==> config.mk <==
export PLATFORM = sky130hd
export DESIGN_NAME = spi_slave_sync
export DESIGN_NICKNAME = d
export VERILOG_FILES = /design/src/rtl/spi_slave_sync.sv
export SDC_FILE = /design/constraint.sdc
export NUM_CORES = 1
export LEC_CHECK = 0
export BUFFER_PORTS_ARGS = -buffer_cell sky130_fd_sc_hd__buf_4
export CAP_MARGIN = 5
export CORE_AREA = 2 2 76 60
export CTS_BUF_LIST = sky130_fd_sc_hd__clkbuf_4 sky130_fd_sc_hd__clkbuf_8 sky130_fd_sc_hd__clkbuf_16
export CTS_CLUSTER_DIAMETER = 60
export DETAILED_ROUTE_END_ITERATION = 8
export DIE_AREA = 0 0 78 62
export GPL_ROUTABILITY_DRIVEN = 0
export MAX_ROUTING_LAYER = met4
export PLACE_DENSITY = 0.78
export SYNTH_ARGS = -nofsm -noshare
export SYNTH_HDL_FRONTEND = slang
export SYNTH_SLANG_ARGS = --single-unit
==> constraint.sdc <==
create_clock -name clk -period 2.6 [get_ports clk]
set_input_delay 0.39 -clock clk [delete_from_list [all_inputs] [get_ports clk]]
set_output_delay 0.39 -clock clk [all_outputs]
set_load 0.03 [all_outputs]
==> src/rtl/spi_slave_sync.sv <==
// spi_slave_sync: SPI responder clocked by clk; SCLK/SS/MOSI are oversampled, modes 0-3, MSB first.
// Optional build macro SPI_SLAVE_STATUS_EN adds rx_ack/status_clr inputs and sticky overrun/underrun flags.

module spi_slave_sync #(
    parameter int DATA_W      = 8,
    parameter int SYNC_STAGES = 2
) (
    input  logic              clk,
    input  logic              rst,
    input  logic [1:0]        mode,
    input  logic              SCLK,
    input  logic              SS,
    input  logic              MOSI,
    output logic              MISO,
    input  logic [DATA_W-1:0] tx_data,
    input  logic              tx_valid,
    output logic              tx_ready,
    output logic [DATA_W-1:0] rx_data,
    output logic              rx_valid,
    output logic              busy
`ifdef SPI_SLAVE_STATUS_EN
    ,
    input  logic              rx_ack,
    input  logic              status_clr,
    output logic              overrun,
    output logic              underrun
`endif
);

    localparam int CNT_W = $clog2(DATA_W + 1);

    typedef enum logic [1:0] {IDLE, LOAD, XFER} state_t;

    state_t state, state_nx;

    logic [SYNC_STAGES-1:0] sclk_sync, ss_sync, mosi_sync;
    logic                   sclk_d, ss_d;
    logic                   sclk_s, ss_s, mosi_s;
    logic                   sclk_rise, sclk_fall, ss_fall, ss_rise;
    logic                   lead_edge, trail_edge, sample_edge, shift_edge;
    logic [1:0]             mode_q;
    logic                   cpol, cpha;

    logic [DATA_W-1:0]      hold;
    logic                   hold_full;
    logic [DATA_W-1:0]      next_word;
    logic [DATA_W-1:0]      tx_sr;
    logic [DATA_W-2:0]      rx_sr;
    logic [DATA_W-1:0]      rx_shift;
    logic [CNT_W-1:0]       bit_cnt;
    logic                   reload_pend;
    logic                   word_end, reload, load_any;

    // SS chain resets low so a frame already in flight at reset release never looks like a fresh SS fall.
    always_ff @(posedge clk or posedge rst) begin
        if (rst) begin
            sclk_sync <= '0;
            ss_sync   <= '0;
            mosi_sync <= '0;
            sclk_d    <= 1'b0;
            ss_d      <= 1'b0;
        end else begin
            sclk_sync <= {sclk_sync[SYNC_STAGES-2:0], SCLK};
            ss_sync   <= {ss_sync[SYNC_STAGES-2:0], SS};
            mosi_sync <= {mosi_sync[SYNC_STAGES-2:0], MOSI};
            sclk_d    <= sclk_sync[SYNC_STAGES-1];
            ss_d      <= ss_sync[SYNC_STAGES-1];
        end
    end

    assign sclk_s    = sclk_sync[SYNC_STAGES-1];
    assign ss_s      = ss_sync[SYNC_STAGES-1];
    assign mosi_s    = mosi_sync[SYNC_STAGES-1];
    assign sclk_rise = sclk_s & ~sclk_d;
    assign sclk_fall = ~sclk_s & sclk_d;
    assign ss_fall   = ~ss_s & ss_d;
    assign ss_rise   = ss_s & ~ss_d;

    assign cpol        = mode_q[1];
    assign cpha        = mode_q[0];
    assign lead_edge   = cpol ? sclk_fall : sclk_rise;
    assign trail_edge  = cpol ? sclk_rise : sclk_fall;
    assign sample_edge = cpha ? trail_edge : lead_edge;
    assign shift_edge  = cpha ? lead_edge : trail_edge;

    assign next_word = hold_full ? hold : '0;
    assign rx_shift  = {rx_sr, mosi_s};
    assign tx_ready  = ~hold_full;
    assign busy      = (state != IDLE);

    always_ff @(posedge clk or posedge rst) begin
        if (rst) state <= IDLE;
        else     state <= state_nx;
    end

    always_comb begin
        state_nx = state;
        word_end = 1'b0;
        reload   = 1'b0;
        load_any = 1'b0;
        case (state)
            IDLE: if (ss_fall) state_nx = LOAD;
            LOAD: begin
                load_any = 1'b1;
                state_nx = ss_rise ? IDLE : XFER;
            end
            XFER: begin
                word_end = sample_edge && (bit_cnt == CNT_W'(DATA_W - 1));
                reload   = shift_edge && reload_pend && !ss_rise;
                load_any = reload;
                if (ss_rise) state_nx = IDLE;
            end
            default: state_nx = IDLE;
        endcase
    end

    // tx_valid/tx_ready: a word is taken on any clk where both are high; tx_data must hold while tx_valid waits.
    always_ff @(posedge clk or posedge rst) begin
        if (rst) begin
            hold      <= '0;
            hold_full <= 1'b0;
        end else begin
            if (load_any) hold_full <= 1'b0;
            if (tx_valid && !hold_full) begin
                hold      <= tx_data;
                hold_full <= 1'b1;
            end
        end
    end

    always_ff @(posedge clk or posedge rst) begin
        if (rst) begin
            mode_q      <= 2'b00;
            tx_sr       <= '0;
            rx_sr       <= '0;
            bit_cnt     <= '0;
            reload_pend <= 1'b0;
            MISO        <= 1'b0;
            rx_data     <= '0;
            rx_valid    <= 1'b0;
        end else begin
            rx_valid <= 1'b0;
            case (state)
                IDLE: begin
                    MISO <= 1'b0;
                    if (ss_fall) mode_q <= mode;
                end
                LOAD: begin
                    tx_sr       <= next_word;
                    bit_cnt     <= '0;
                    reload_pend <= 1'b0;
                    MISO        <= (cpha || ss_rise) ? 1'b0 : next_word[DATA_W-1];
                end
                XFER: begin
                    if (sample_edge) begin
                        rx_sr <= rx_shift[DATA_W-2:0];
                        if (word_end) begin
                            rx_data     <= rx_shift;
                            rx_valid    <= 1'b1;
                            bit_cnt     <= '0;
                            reload_pend <= 1'b1;
                        end else begin
                            bit_cnt <= bit_cnt + CNT_W'(1);
                        end
                    end
                    // A reload starts the next word: CPHA=1 drives its MSB now, so the register keeps the rest.
                    if (reload) begin
                        reload_pend <= 1'b0;
                        MISO        <= next_word[DATA_W-1];
                        tx_sr       <= cpha ? {next_word[DATA_W-2:0], 1'b0} : next_word;
                    end else if (shift_edge && !ss_rise) begin
                        MISO  <= cpha ? tx_sr[DATA_W-1] : tx_sr[DATA_W-2];
                        tx_sr <= {tx_sr[DATA_W-2:0], 1'b0};
                    end
                    if (ss_rise) begin
                        MISO        <= 1'b0;
                        reload_pend <= 1'b0;
                    end
                end
                default: MISO <= 1'b0;
            endcase
        end
    end

`ifdef SPI_SLAVE_STATUS_EN
    logic rx_pend;

    always_ff @(posedge clk or posedge rst) begin
        if (rst) begin
            rx_pend  <= 1'b0;
            overrun  <= 1'b0;
            underrun <= 1'b0;
        end else begin
            if (rx_ack)   rx_pend <= 1'b0;
            if (word_end) rx_pend <= 1'b1;
            if (status_clr) begin
                overrun  <= 1'b0;
                underrun <= 1'b0;
            end
            if (word_end && rx_pend && !rx_ack) overrun <= 1'b1;
            if (load_any && !hold_full)         underrun <= 1'b1;
        end
    end
`endif

endmodule

# == Word-level counts from Yosys, hierarchy flattened ==
# Cells that the tools add are included.
# classes
n_addsub,1
n_eq_ne,10
mux,35
bitwise,9
reduce_logical,19
# op_table
cell,n
2-to-1 mux 8 bit,4
2-to-1 mux 1 bit,20
case mux 8 bit (2 select lines),1
"!= test 4 bit, second input constant",3
AND reduction 2 bit,5
2-to-1 mux 4 bit,2
case mux 4 bit (2 select lines),1
2-to-1 mux 2 bit,3
"!= test 2 bit, second input constant",3
case mux 1 bit (2 select lines),3
case mux 2 bit (3 select lines),1
AND reduction 3 bit,2
nonzero test 2 bit,3
logical AND 1 bit,5
inverter 1 bit,5
"adder 4 x 1 -> 4 bit, second input constant",1
AND 1 bit,4
"equality test 4 x 3 -> 1 bit, second input constant",1
"!= test 3 bit, second input constant",1
"equality test 2 x 1 -> 1 bit, second input constant",1
"equality test 2 bit, second input constant",1
zero test 1 bit,2
zero test 2 bit,1
logical OR 1 bit,1
# totals
ff_bits,51
inputBits,16
out_inout_bits,12
word_cells,90

# == Depth between registers and ports, before layout ==
# Gate-level depths: netlist of the first run.
# logic_depth
depth_word,11
mapped_depth,7
depth_no_buf,6

# == Worst setup path after synthesis of the first run ==
# OpenSTA, ideal clock, no wires.
# synth_timing
path_type,reg-to-reg
start,register mode_q[0]
end,register rx_data[0]
setup_ns,0.128
arrival_time_ns,1.894
required_time_ns,2.472
setup_slack_ns,0.579
path_stages_with_launch,7
path_buffers,0
period_less_slack_ns,2.021
path_cell_list,dfrtp_1 xnor2_1 mux2i_1 nand3_1 or3b_1 clkinv_2 mux2_1
# synth_between
elab_chain_len,4
# synth_lines
item,line,source
from (decl),41,logic [1:0] mode_q;
from (signal assigned),146,if (ss_fall) mode_q <= mode;
2-to-1 mux 1 bit *,83,assign sample_edge = cpha ? trail_edge : lead_edge;
logical AND 1 bit,108,word_end = sample_edge && (bit_cnt == CNT_W'(DATA_W - 1));
2-to-1 mux 1 bit,101,case (state)
AND reduction 3 bit (no source line) *,n/a,
to (signal assigned),158,rx_data <= rx_shift;
to (decl),18,"output logic [DATA_W-1:0] rx_data,"
# Every way passes the cells marked *; elsewhere a longest branch is shown, timed or not.
# A chain may end at the register's enable or synchronous reset.

# == Worst setup path after layout of the first run ==
# layout_timing
start,register mode_q[0]
end,register rx_data[1]
# Same word-level chain as after synthesis.

==> results of run 1 <==
-- path summary, 6_finish.rpt --
kind / from / endpoint / depth (start not counted)
max in group asynchronous: rst / tx_sr[1] / 3
worst min register to register: sclk_sync[0] / sclk_sync[1] / 0
worst max register to register: mode_q[0] / rx_data[1] / 6
min in group asynchronous: rst / hold[6] / 3
worst min-delay path: SS / ss_sync[0] / 1
worst max-delay path: mode_q[0] / rx_data[1] / 6
-- metal layers --
metal | part of all wire, % | wire length, um
met1 | 51 | 2110
met2 | 44 | 1830
met3 | 4.2 | 174
met4 | 0.96 | 40
met5 | 0 | 0
-- state kept, by name, summed over array words and instances (netlist names) --
register and cells:
rx_data 8, MISO 1, hold 8, sclk_d 1, mode_q 2, mosi_sync 2, rx_sr 7, tx_sr 8
bit_cnt 4, hold_full 1, ss_d 1, ss_sync 2, reload_pend 1, rx_valid 1, sclk_sync 2, state 2
-- placed cells by master, fill, tap and decap left out, drive strengths merged, types with 2 or more instances in the layout --
| cell type | netlist | layout |
|---|---|---|
| nand2 | 54 | 54 |
| a21oi | 2 | 2 |
| a2bb2oi | 7 | 7 |
| nand2b | 3 | 3 |
| inv | 6 | 6 |
| dfrtp | 51 | 51 |
| mux2i | 10 | 10 |
| clkbuf | 6 | 5 |
| nor2 | 9 | 9 |
| nand3 | 8 | 8 |
| mux2 | 19 | 19 |
| nor2b | 4 | 4 |
| ha | 4 | 4 |
| and2 | 3 | 3 |
| o21ai | 12 | 12 |
| buf | 1 | 30 |
| o31ai | 2 | 2 |
-- synthesized netlist by cell type --
cell / n
sky130_fd_sc_hd__nand2b_1: 3
sky130_fd_sc_hd__nand2_1: 53
sky130_fd_sc_hd__mux2i_1: 10
sky130_fd_sc_hd__a2bb2oi_1: 7
sky130_fd_sc_hd__clkinv_2: 1
sky130_fd_sc_hd__a31oi_1: 1
sky130_fd_sc_hd__nor2_1: 9
sky130_fd_sc_hd__ha_1: 4
sky130_fd_sc_hd__o31ai_1: 2
sky130_fd_sc_hd__mux2_1: 8
sky130_fd_sc_hd__nand4_1: 1
sky130_fd_sc_hd__a31o_2: 1
sky130_fd_sc_hd__and3_1: 1
sky130_fd_sc_hd__xor2_1: 1
sky130_fd_sc_hd__o22ai_1: 1
sky130_fd_sc_hd__a21oi_1: 2
sky130_fd_sc_hd__xnor2_1: 1
sky130_fd_sc_hd__nor2b_1: 4
sky130_fd_sc_hd__nand2_2: 1
sky130_fd_sc_hd__buf_1: 1
sky130_fd_sc_hd__dfrtp_1: 51
sky130_fd_sc_hd__mux2_2: 11
sky130_fd_sc_hd__nand3_1: 8
sky130_fd_sc_hd__or4_1: 1
sky130_fd_sc_hd__or2_2: 1
sky130_fd_sc_hd__or3b_1: 1
sky130_fd_sc_hd__o221a_2: 1
sky130_fd_sc_hd__inv_1: 6
sky130_fd_sc_hd__o21ai_0: 12
sky130_fd_sc_hd__clkbuf_1: 6
sky130_fd_sc_hd__and2_1: 3
sky130_fd_sc_hd__a211o_1: 1
-- per-stage QoR --
step | utilization (%) | setup WS, ns | power (uW) | instance area (um2) | hold slack (ns)
finish | 63.1 | 0.406 | 2710 | 2650 | 0.181
global route | 63.1 | 0.306 | 2900 | 2650 | 0.168
CTS | 63.1 | 0.408 | 2730 | 2650 | 0.175
detailed placement | 60.6 | 0.437 | 2180 | 2550 | 0.335
global placement | 60.6 | 0.487 | 2150 | 2550 | 0.334
floorplan | - | 0.579 | 1930 | 2280 | 0.331
-- logic make-up after synthesis --
| logic type | Yosys count | synth area share (%) |
|---|---|---|
| AO/OA/AOI/OAI | 28 | 8.25 |
| XOR/XNOR | 2 | 0.770 |
| adder cells (fa/ha/maj) | 4 | 2.20 |
| buffers and inverters | 14 | 2.36 |
| flip-flops | 51 | 56.1 |
| multiplexers | 29 | 13.8 |
| AND/OR/NAND/NOR | 86 | 16.5 |
-- cell type report --
type / count / area [um2] / share of cell area (%)
Sequential cell: 51 / 1280 / 48.1
Timing Repair Buffer: 30 / 225 / 8.49
Clock buffer: 5 / 68.8 / 2.59
Tap cell: 57 / 71.3 / 2.69
Inverter: 7 / 27.5 / 1.04
Clock inverter: 2 / 37.5 / 1.42
Multi-Input combinational cell: 149 / 946 / 35.7
-- power groups by stage --
| stage | Sequential [uW] | Combinational [uW] | Clock [uW] |
|---|---|---|---|
| finish | 1200 | 970 | 541 |
| global placement | 1210 | 942 | 0 |
| detailed placement | 1210 | 972 | 0 |
| floorplan | 1170 | 759 | 0 |
| global route | 1240 | 1080 | 580 |
| CTS | 1200 | 975 | 552 |
-- worst max-delay path, stage by stage (launching register included) --
cell and delay (ns):
sky130_fd_sc_hd__dfrtp_1 0.40, sky130_fd_sc_hd__xnor2_1 0.27, sky130_fd_sc_hd__mux2i_1 0.30, sky130_fd_sc_hd__nand3_1 0.14, sky130_fd_sc_hd__or3b_1 0.47, sky130_fd_sc_hd__clkinv_2 0.15, sky130_fd_sc_hd__mux2_1 0.34
==> impl_metrics.toml, run 1 <==
[sta]
setup_viol_count_final = 0
drv_slew = 0
clock_tree_skew_after_final_layout_ns = 0.00592
hold_fails_final_rpt = 0
post-route-period-util_pct = 84.4
fmax_mhz = 456
fin_crit_ns = 2.19
rsz_0062_raised_after_global_routing = "false"
worstMarginPinSlew_ns = 0.676
slew_headroom_pct = 54.7
finalSetupTns_ns = 0

[pwr]
power_frac_comb_pct = 35.8
netSwitchingPower_uw = 953
power_per_cell_area_nw_per_um2 = 1020
leakagePower_uw = 0.00130
ir_worst_vdd_mv = 0.537
seq_power_share_pct = 44.3
power_internal_uw = 1760
power.share.switching_pct = 35.1
clock_power_share_pct = 20.0

[cts]
clk_root_buffer_cell = "sky130_fd_sc_hd__clkbuf_8"
cts_max_path_buffers = 2
tritoncts_num_sinks = 51
tritoncts = "done"
post_cts_setup_buffer_count = 0
clk_pin_slew_worst_paths_ns = 0.09
post_cts_resize_count = 0
cts-hold-fix-buffers = 0
clk_latency_ns = 0.31
cts_buffers = 5
cts_htree_levels = 2

[placed_design]
port-buffer-count = 27
place_hpwl_um = 2920
post-place-cells = 294

[setup_path]
timing.reg2reg.setup_slack_ns = 0.41
crit_path_end_kind = "flop"
critical_setup_path_class = "reg2reg"
worst_ep_required_time_ns = 2.80
path_max_fanout = 9
worstSetupStartpointType = "flop"
timing.critical_path.arrival_ns = 2.39

[final_layout]
finish.cell_count_without_fillers = 301
area_delta_synth_final_pct = 16.5
finalNetCount = 264
antennaDiodeCount = 0
filler_cell_count = 359
final_layout_size_suffix_gt1_share_pct = 22.1

[synth]
syn-mean-instance-area_um2 = 10.6
synth.yosys.seq_area_share_pct = 56.1
synth_area_um2 = 2280
synth-seq-cells = 51
yosys.area.top_type_share_pct = 56.1
synth_area_leaders = "sky130_fd_sc_hd__dfrtp_1 (56%), sky130_fd_sc_hd__nand2_1 (8.7%), sky130_fd_sc_hd__mux2_2 (5.4%), sky130_fd_sc_hd__mux2i_1 (4.4%), sky130_fd_sc_hd__mux2_1 (4.0%)"
synth_cell_type_count = 32
postSynthNetCount = 234
count_of_mapped_cells_out_of_synthesis = 214
ys_warn_count = 0
synth.largest_area_cell = "sky130_fd_sc_hd__dfrtp_1"

[global_route]
first_pass_grt_wire_length_um = 7220
grtUsageMet3_pct = 4.34
track_usage_pct = 20.4
grt_antenna_before_repair = 0
grtUsageMet1_pct = 27.9
global_route.overflow_total = 0
grt.met2_usage_pct = 30.5
first_global_vias = 1530
most_crowded_layer_after_global_routing = "met2"
pin_count_of_the_biggest_net_entering_global_routing = 52

[detailed_routing]
route.detailed.wl_per_inst_um = 13.8
num_vias = 1612
first_iter_violations = 105
wl_um = 4150
remaining_drc_errors = 0
drt.antenna.violating_nets = 0
drt_pass1_iterations = 4
viasPerCell = 5.36

[floorplanning]
core_area_um2 = 4200
pin_count = 28
rows = 21
dieWidth_um = 78
die_area_um2 = 4840
initial_utilization_pct = 54.1
die-height_um = 62

[status]
status = "finished, final reports clean"

[hold_path]
hold_path_class = "in2reg"

[job]
max_cap_violations = 0
(Power assumes the default switching activity.)
==> inputs of run 2 (changes only) <==
==> config.mk (replaced) <==
export PLATFORM = sky130hd
export DESIGN_NAME = spi_slave_sync
export DESIGN_NICKNAME = d
export VERILOG_FILES = /design/src/rtl/spi_slave_sync.sv
export SDC_FILE = /design/constraint.sdc
export NUM_CORES = 1
export LEC_CHECK = 0
export ABC_AREA = 1
export BUFFER_PORTS_ARGS = -buffer_cell sky130_fd_sc_hd__buf_4
export CAP_MARGIN = 5
export CORE_AREA = 2 2 78 62
export CTS_BUF_LIST = sky130_fd_sc_hd__clkbuf_4 sky130_fd_sc_hd__clkbuf_8 sky130_fd_sc_hd__clkbuf_16
export CTS_CLUSTER_DIAMETER = 60
export DETAILED_ROUTE_END_ITERATION = 8
export DIE_AREA = 0 0 80 64
export GPL_ROUTABILITY_DRIVEN = 0
export MAX_ROUTING_LAYER = met4
export PLACE_DENSITY = 0.77
export SYNTH_ARGS = -nofsm -noshare
export SYNTH_HDL_FRONTEND = slang
export SYNTH_SLANG_ARGS = --single-unit
==> constraint.sdc (replaced) <==
create_clock -name clk -period 2.2 [get_ports clk]
set_input_delay 0.33 -clock clk [delete_from_list [all_inputs] [get_ports clk]]
set_output_delay 0.33 -clock clk [all_outputs]
set_load 0.03 [all_outputs]
==> run 2 against run 1 <==
Setup slack worse by 0.13 ns. Clock skew decreased by 0.00060 ns. Total power increased by 16%. Final area is 3.1% higher.
==> impl_metrics.toml, run 2 <==
[detailed_routing]
route.detailed.wl_per_inst_um = 12.8
first_iter_violations = 130
remaining_drc_errors = 0
drt_pass1_iterations = 5
num_vias = 1900
met2WireLength_um = 2050
highest_routing_layer_actually_used = "met4"
drt.antenna.violating_nets = 0
dr_wl_met3_um = 268
wl_um = 4490
viasPerCell = 5.40
wl_met1_um = 2060

[global_route]
global_route.overflow_total = 0
track_usage_pct = 20.6
pin_count_of_the_biggest_net_entering_global_routing = 52
first_global_vias = 1727
grt_antenna_before_repair = 0
first_pass_grt_wire_length_um = 7890

[synth]
ys_warn_count = 0
postSynthNetCount = 286
syn-mean-instance-area_um2 = 8.97
yosys.cell_count.top_type = "sky130_fd_sc_hd__dfrtp_1"
synth_area_leaders = "sky130_fd_sc_hd__dfrtp_1 (53%), sky130_fd_sc_hd__nand2_1 (6.6%), sky130_fd_sc_hd__nor2_1 (6.1%), sky130_fd_sc_hd__o21ai_0 (4.6%), sky130_fd_sc_hd__inv_1 (4.4%)"
synth.yosys.seq_area_share_pct = 53.5
synth.largest_area_cell = "sky130_fd_sc_hd__dfrtp_1"
netlist_top_cells_count = "sky130_fd_sc_hd__dfrtp_1 (51), sky130_fd_sc_hd__nand2_1 (42), sky130_fd_sc_hd__nor2_1 (39), sky130_fd_sc_hd__inv_1 (28), sky130_fd_sc_hd__o21ai_0 (22)"
count_of_mapped_cells_out_of_synthesis = 266
dominantRegCellSynth = "sky130_fd_sc_hd__dfrtp_1"
synth_cell_type_count = 30
yosys.area.top_type_share_pct = 53.5
asyncSetResetFlopFracSynth_pct = 100
synth-seq-cells = 51
edff_count_synth = 0
synth_area_um2 = 2390

[pwr]
power_per_cell_area_nw_per_um2 = 1150
power_frac_comb_pct = 36.7
leakagePower_uw = 0.00136
power.share.switching_pct = 38.2
ir_worst_vdd_mv = 0.735
seq_power_share_pct = 44.4
netSwitchingPower_uw = 1200
clock_power_share_pct = 18.9
power_internal_uw = 1940
overall_power_after_layout_uw = 3140

[cts]
clk_pin_slew_worst_paths_ns = 0.09
clk_root_buffer_cell = "sky130_fd_sc_hd__clkbuf_8"
cts-hold-fix-buffers = 0
cts_max_path_buffers = 2
tritoncts_num_sinks = 51
post_cts_setup_buffer_count = 0
cts_buffers = 5
tritoncts = "done"
clk_latency_ns = 0.30
cts_htree_levels = 2
post_cts_resize_count = 0

[setup_path]
crit_path_end_kind = "flop"
worst_ep_required_time_ns = 2.45
critical_setup_path_class = "reg2reg"
critical_path.startpoint = "mode_q[0]"
path_max_fanout = 19
timing.critical_path.arrival_ns = 2.18
worstSetupStartpointType = "flop"
reg2reg_from = "mode_q[0]"

[floorplanning]
dieWidth_um = 80
core_area_um2 = 4310
rows = 21
die-height_um = 64
initial_utilization_pct = 55.4
die_area_um2 = 5120
pin_count = 28

[final_layout]
final_common_cell = "sky130_fd_sc_hd__dfrtp_1"
mostFrequentLayoutCells = "sky130_fd_sc_hd__dfrtp_1 (51), sky130_fd_sc_hd__nand2_1 (42), sky130_fd_sc_hd__nor2_1 (39)"
top_regs = "hold: 8 flops, rx_data: 8 flops, tx_sr: 8 flops"
filler_cell_count = 366
final_layout_size_suffix_gt1_share_pct = 20.7
area_delta_synth_final_pct = 14.6
antennaDiodeCount = 0
finish.cell_count_without_fillers = 352
finalNetCount = 314

[sta]
rsz_0062_raised_after_global_routing = "false"
hold_fails_final_rpt = 0
drv_slew = 0
setup_viol_count_final = 0
finalSetupTns_ns = 0
post-route-period-util_pct = 87.4
fmax_mhz = 520
slew_headroom_pct = 58.5
clock_tree_skew_after_final_layout_ns = 0.00532
worstMarginPinSlew_ns = 0.622
fin_crit_ns = 1.92

[placed_design]
place_hpwl_um = 3070
port-buffer-count = 27
post-place-cells = 344

[hold_path]
hp-start = "SCLK"
hold_path_class = "in2reg"

[status]
status = "finished, final reports clean"

[job]
max_cap_violations = 0
## run 2: stage by stage
stage	hold WS, ns	util (%)	worst slack, ns	instance area (um2)
global placement	0.332	61.1	0.434	2630
CTS	0.117	63.5	0.276	2740
floorplan	0.331	-	0.640	2390
global route	0.108	63.5	0.0428	2740
finish	0.126	63.5	0.277	2740
detailed placement	0.336	61.1	0.298	2630
## run 2: power by group through the flow
stage / registers (uW) / clock network, uW / logic (uW)
after floorplan: 1320 / 0 / 974
after global placement: 1390 / 0 / 1120
after detailed placement: 1410 / 0 / 1130
after CTS: 1390 / 607 / 1150
after global routing: 1430 / 653 / 1310
final: 1400 / 596 / 1150
## run 2: cell families (layout without fill, tap and decap cells)
logic type / after synthesis / after routing / synth area share [%]
adders and majority gates: 4 / 4 / 2.10
xor gates and xnor gates: 1 / 1 / 0.367
DFF: 51 / 51 / 53.5
muxes: 9 / 9 / 4.19
and+or+nand+nor: 116 / 116 / 22.9
AOI/OAI and AO/OA: 47 / 47 / 10.4
buffers and inverters: 38 / 67 / 6.60
## run 2: critical path, cell delays in order (launching register included)
cell and delay, ns:
sky130_fd_sc_hd__dfrtp_1 0.57, sky130_fd_sc_hd__inv_1 0.28, sky130_fd_sc_hd__nand3_1 0.16, sky130_fd_sc_hd__and2_4 0.17
sky130_fd_sc_hd__nand3_2 0.29, sky130_fd_sc_hd__o21ai_0 0.27, sky130_fd_sc_hd__nand2_1 0.07, sky130_fd_sc_hd__inv_1 0.05
## run 2: final timing paths
check / endpoint / slack [ns] / cells past startpoint
worst min register to register: mosi_sync[1] / 0.35 / 0
worst max register to register: reload_pend / 0.28 / 7
worst max-delay path: reload_pend / 0.28 / 7
worst min-delay path: sclk_sync[0] / 0.13 / 1
min in group asynchronous: rx_data[0] / 0.18 / 3
max in group asynchronous: rx_data[2] / 1.60 / 3
## run 2: cell type report
class                   count  area (um2)  area share [%]
inverters                  30         113            4.12
repair buffers             29         218            7.96
flip-flops and latches     51        1280            46.7
well taps                  57        71.3            2.61
multi-input cells         177         953            34.9
clock buffers               8         104            3.80
## run 2: metal layers
layer / up-vias / track usage, %
met2: 76 / 29.3
li1: 923 / -
met5: - / -
met1: 887 / 28.3
met3: 14 / 4.52
met4: 0 / 9.75
==> inputs of run 3 (changes only) <==
==> config.mk (replaced) <==
export PLATFORM = sky130hd
export DESIGN_NAME = spi_slave_sync
export DESIGN_NICKNAME = d
export VERILOG_FILES = /design/src/rtl/spi_slave_sync.sv
export SDC_FILE = /design/constraint.sdc
export NUM_CORES = 1
export LEC_CHECK = 0
export BUFFER_PORTS_ARGS = -buffer_cell sky130_fd_sc_hd__buf_4
export CAP_MARGIN = 5
export CORE_AREA = 2 2 76 60
export CTS_BUF_LIST = sky130_fd_sc_hd__clkbuf_4 sky130_fd_sc_hd__clkbuf_8 sky130_fd_sc_hd__clkbuf_16
export CTS_CLUSTER_DIAMETER = 60
export DETAILED_ROUTE_END_ITERATION = 8
export DIE_AREA = 0 0 78 62
export GPL_ROUTABILITY_DRIVEN = 0
export MAX_ROUTING_LAYER = met4
export PLACE_DENSITY = 0.78
export SYNTH_ARGS = -nofsm -noshare
export SYNTH_HDL_FRONTEND = slang
export SYNTH_SLANG_ARGS = --single-unit
==> run 3 against run 2 <==
Clock-buffer cell count fell by 2. Flip-flop and latch count is the same. Via count decreased by 13%. Setup slack got worse by 0.17 ns. Final cell count decreased by 13%. Final area hardly changed. Sequential power about the same. Utilization is 1.6 points higher. Wire length fell by 6.0%. Critical endpoint is now rx_data[2]. Register-to-register slack worse by 0.17 ns. Clock power grew 29%. Largest power group unchanged. Die area shrank 5.5%.
==> impl_metrics.toml, run 3 (synthesis gave the netlist of run 1 again) <==
[placed_design]
placement.setup.worst_slack_ns = -0.0252
place_hpwl_um = 3050
port-buffer-count = 27

[pwr]
ir_worst_vdd_mv = 0.590
leakagePower_uw = 0.00135
power_per_cell_area_nw_per_um2 = 1240

[setup_path]
crit_path_cell_chain = "xnor2_2, mux2i_2, nand3_1, or3b_4, inv_6, mux2_1"
timing.critical_path.arrival_ns = 2.29
crit_path_end_kind = "flop"
critical_path.n_buffers_inverters = 1
worstSetupStartpointType = "flop"
path_delay_family = "multiplexers"
worst_ep_required_time_ns = 2.39
reg2reg_from = "mode_q[1]"
timing.reg2reg.setup_slack_ns = 0.11
cp.depth = 6
critical_path_s_largest_stage_delay_ns = 0.44
critical_path.startpoint = "mode_q[1]"
crit_path_top_delay_cell = "sky130_fd_sc_hd__or3b_4"
critical_setup_path_class = "reg2reg"
cp-endpoint = "rx_data[2]"
path_max_fanout = 9
worst_r2r_dst = "rx_data[2]"
rr_worst_depth = 6

[cts]
tritoncts_num_sinks = 51
clk_latency_ns = 0.30
cts_htree_levels = 2
cts_max_path_buffers = 2
clk_root_buffer_cell = "sky130_fd_sc_hd__clkbuf_8"
clk_pin_slew_worst_paths_ns = 0.09
cts_buffers = 5
tritoncts = "done"

[final_layout]
final_common_cell = "sky130_fd_sc_hd__nand2_1"
multiInputGateArea_um2 = 960
mostFrequentLayoutCells = "sky130_fd_sc_hd__nand2_1 (53), sky130_fd_sc_hd__dfrtp_1 (51), sky130_fd_sc_hd__buf_4 (35)"
finalNetCount = 269
filler_cell_count = 337
final_layout_size_suffix_gt1_share_pct = 25.2
area_delta_synth_final_pct = 20.3
seqCellArea_um2 = 1280
antennaDiodeCount = 0
top_regs = "hold: 8 flops, rx_data: 8 flops, tx_sr: 8 flops"

[sta]
slew_headroom_pct = 56.0
hold_fails_final_rpt = 0
rsz_0062_raised_after_global_routing = "false"
fmax_mhz = 478
finalSetupTns_ns = 0
worstMarginPinSlew_ns = 0.660
fin_ws_ns = 0.107
post-route-period-util_pct = 95.1
drv_slew = 0
clock_tree_skew_after_final_layout_ns = 0.00194
fin_crit_ns = 2.09
setup_viol_count_final = 0

[detailed_routing]
drt_pass1_iterations = 7
num_vias = 1645
first_iter_violations = 137
wl_um = 4220
remaining_drc_errors = 0
route.detailed.wl_per_inst_um = 13.7
drt.antenna.violating_nets = 0
viasPerCell = 5.36

[global_route]
global_route.overflow_total = 0
pin_count_of_the_biggest_net_entering_global_routing = 34
first_pass_grt_wire_length_um = 7080
grt_antenna_before_repair = 0
track_usage_pct = 20.0
first_global_vias = 1482

[floorplanning]
dieWidth_um = 78
die_area_um2 = 4840
rows = 21
pin_count = 28
core_area_um2 = 4200
die-height_um = 62
initial_utilization_pct = 54.1

[hold_path]
hold_path_class = "in2async"

[job]
max_cap_violations = 0

[status]
status = "finished, final reports clean"
[run 3: cell count changes in the layout (fill, tap and decap cells not counted), sizes merged, moves of 5 or more]
| cell | delta |
|---|---|
| o21ai | -22 |
| buf | +6 |
| inv | -23 |
| mux2 | +11 |
| a31oi | -5 |
| nor2 | -32 |
| mux2i | +9 |
| nand3 | -17 |
| a2bb2oi | +7 |
| nand2 | +9 |
[run 3: layout make-up]
type / count / area share, %
clock inverters: 2 / 2.19
clock buffers: 6 / 2.79
flip-flops and latches: 51 / 46.6
inverters: 7 / 1.14
well taps: 57 / 2.61
multi-input cells: 149 / 35.1
repair buffers: 35 / 9.60
[run 3: report_power, final]
group	total (uW)	internal (uW)	switching, uW
Clock	770	467	303
Sequential	1410	1210	198
Combinational	1220	584	636
Total	3400	2260	1140
[run 3: worst min-delay path by stage]
stage,to,slack (ns),cells after the start
after detailed placement,ss_sync[1],0.34,0
after floorplan,mosi_sync[1],0.33,0
after global routing,mosi_sync[0],0.11,1
final,hold[5],0.12,2
after CTS,mosi_sync[0],0.12,1
after global placement,sclk_sync[1],0.33,0
[run 3: repair_timing]
item                       in CTS  in global routing
gates resized for setup         1                  4
hold endpoints to repair        0                  0
hold buffers                    0                  0
pin swaps                       0                  2
setup endpoints to repair       7                  7
buffers inserted                0                  0
[run 3: metal layers]
metal | global-route usage [%] | up-vias | wire length (um)
met3 | 4.05 | 7 | 174
met5 | - | - | 0
met2 | 29.6 | 41 | 1850
li1 | - | 799 | -
met4 | 7.52 | 0 | 64
met1 | 27.9 | 798 | 2130
[run 3: through the flow]
step,util [%],instances,area [um2],hold slack (ns),total power [uW]
6_report,65.1,307,2740,0.116,3400
3_5_place_dp,61.5,299,2580,0.339,2610
4_1_cts,64.9,307,2730,0.118,3400
5_1_grt,65.1,307,2740,0.113,3630
2_1_floorplan,-,214,2280,0.331,2280
3_3_place_gp,61.5,299,2580,0.335,2580
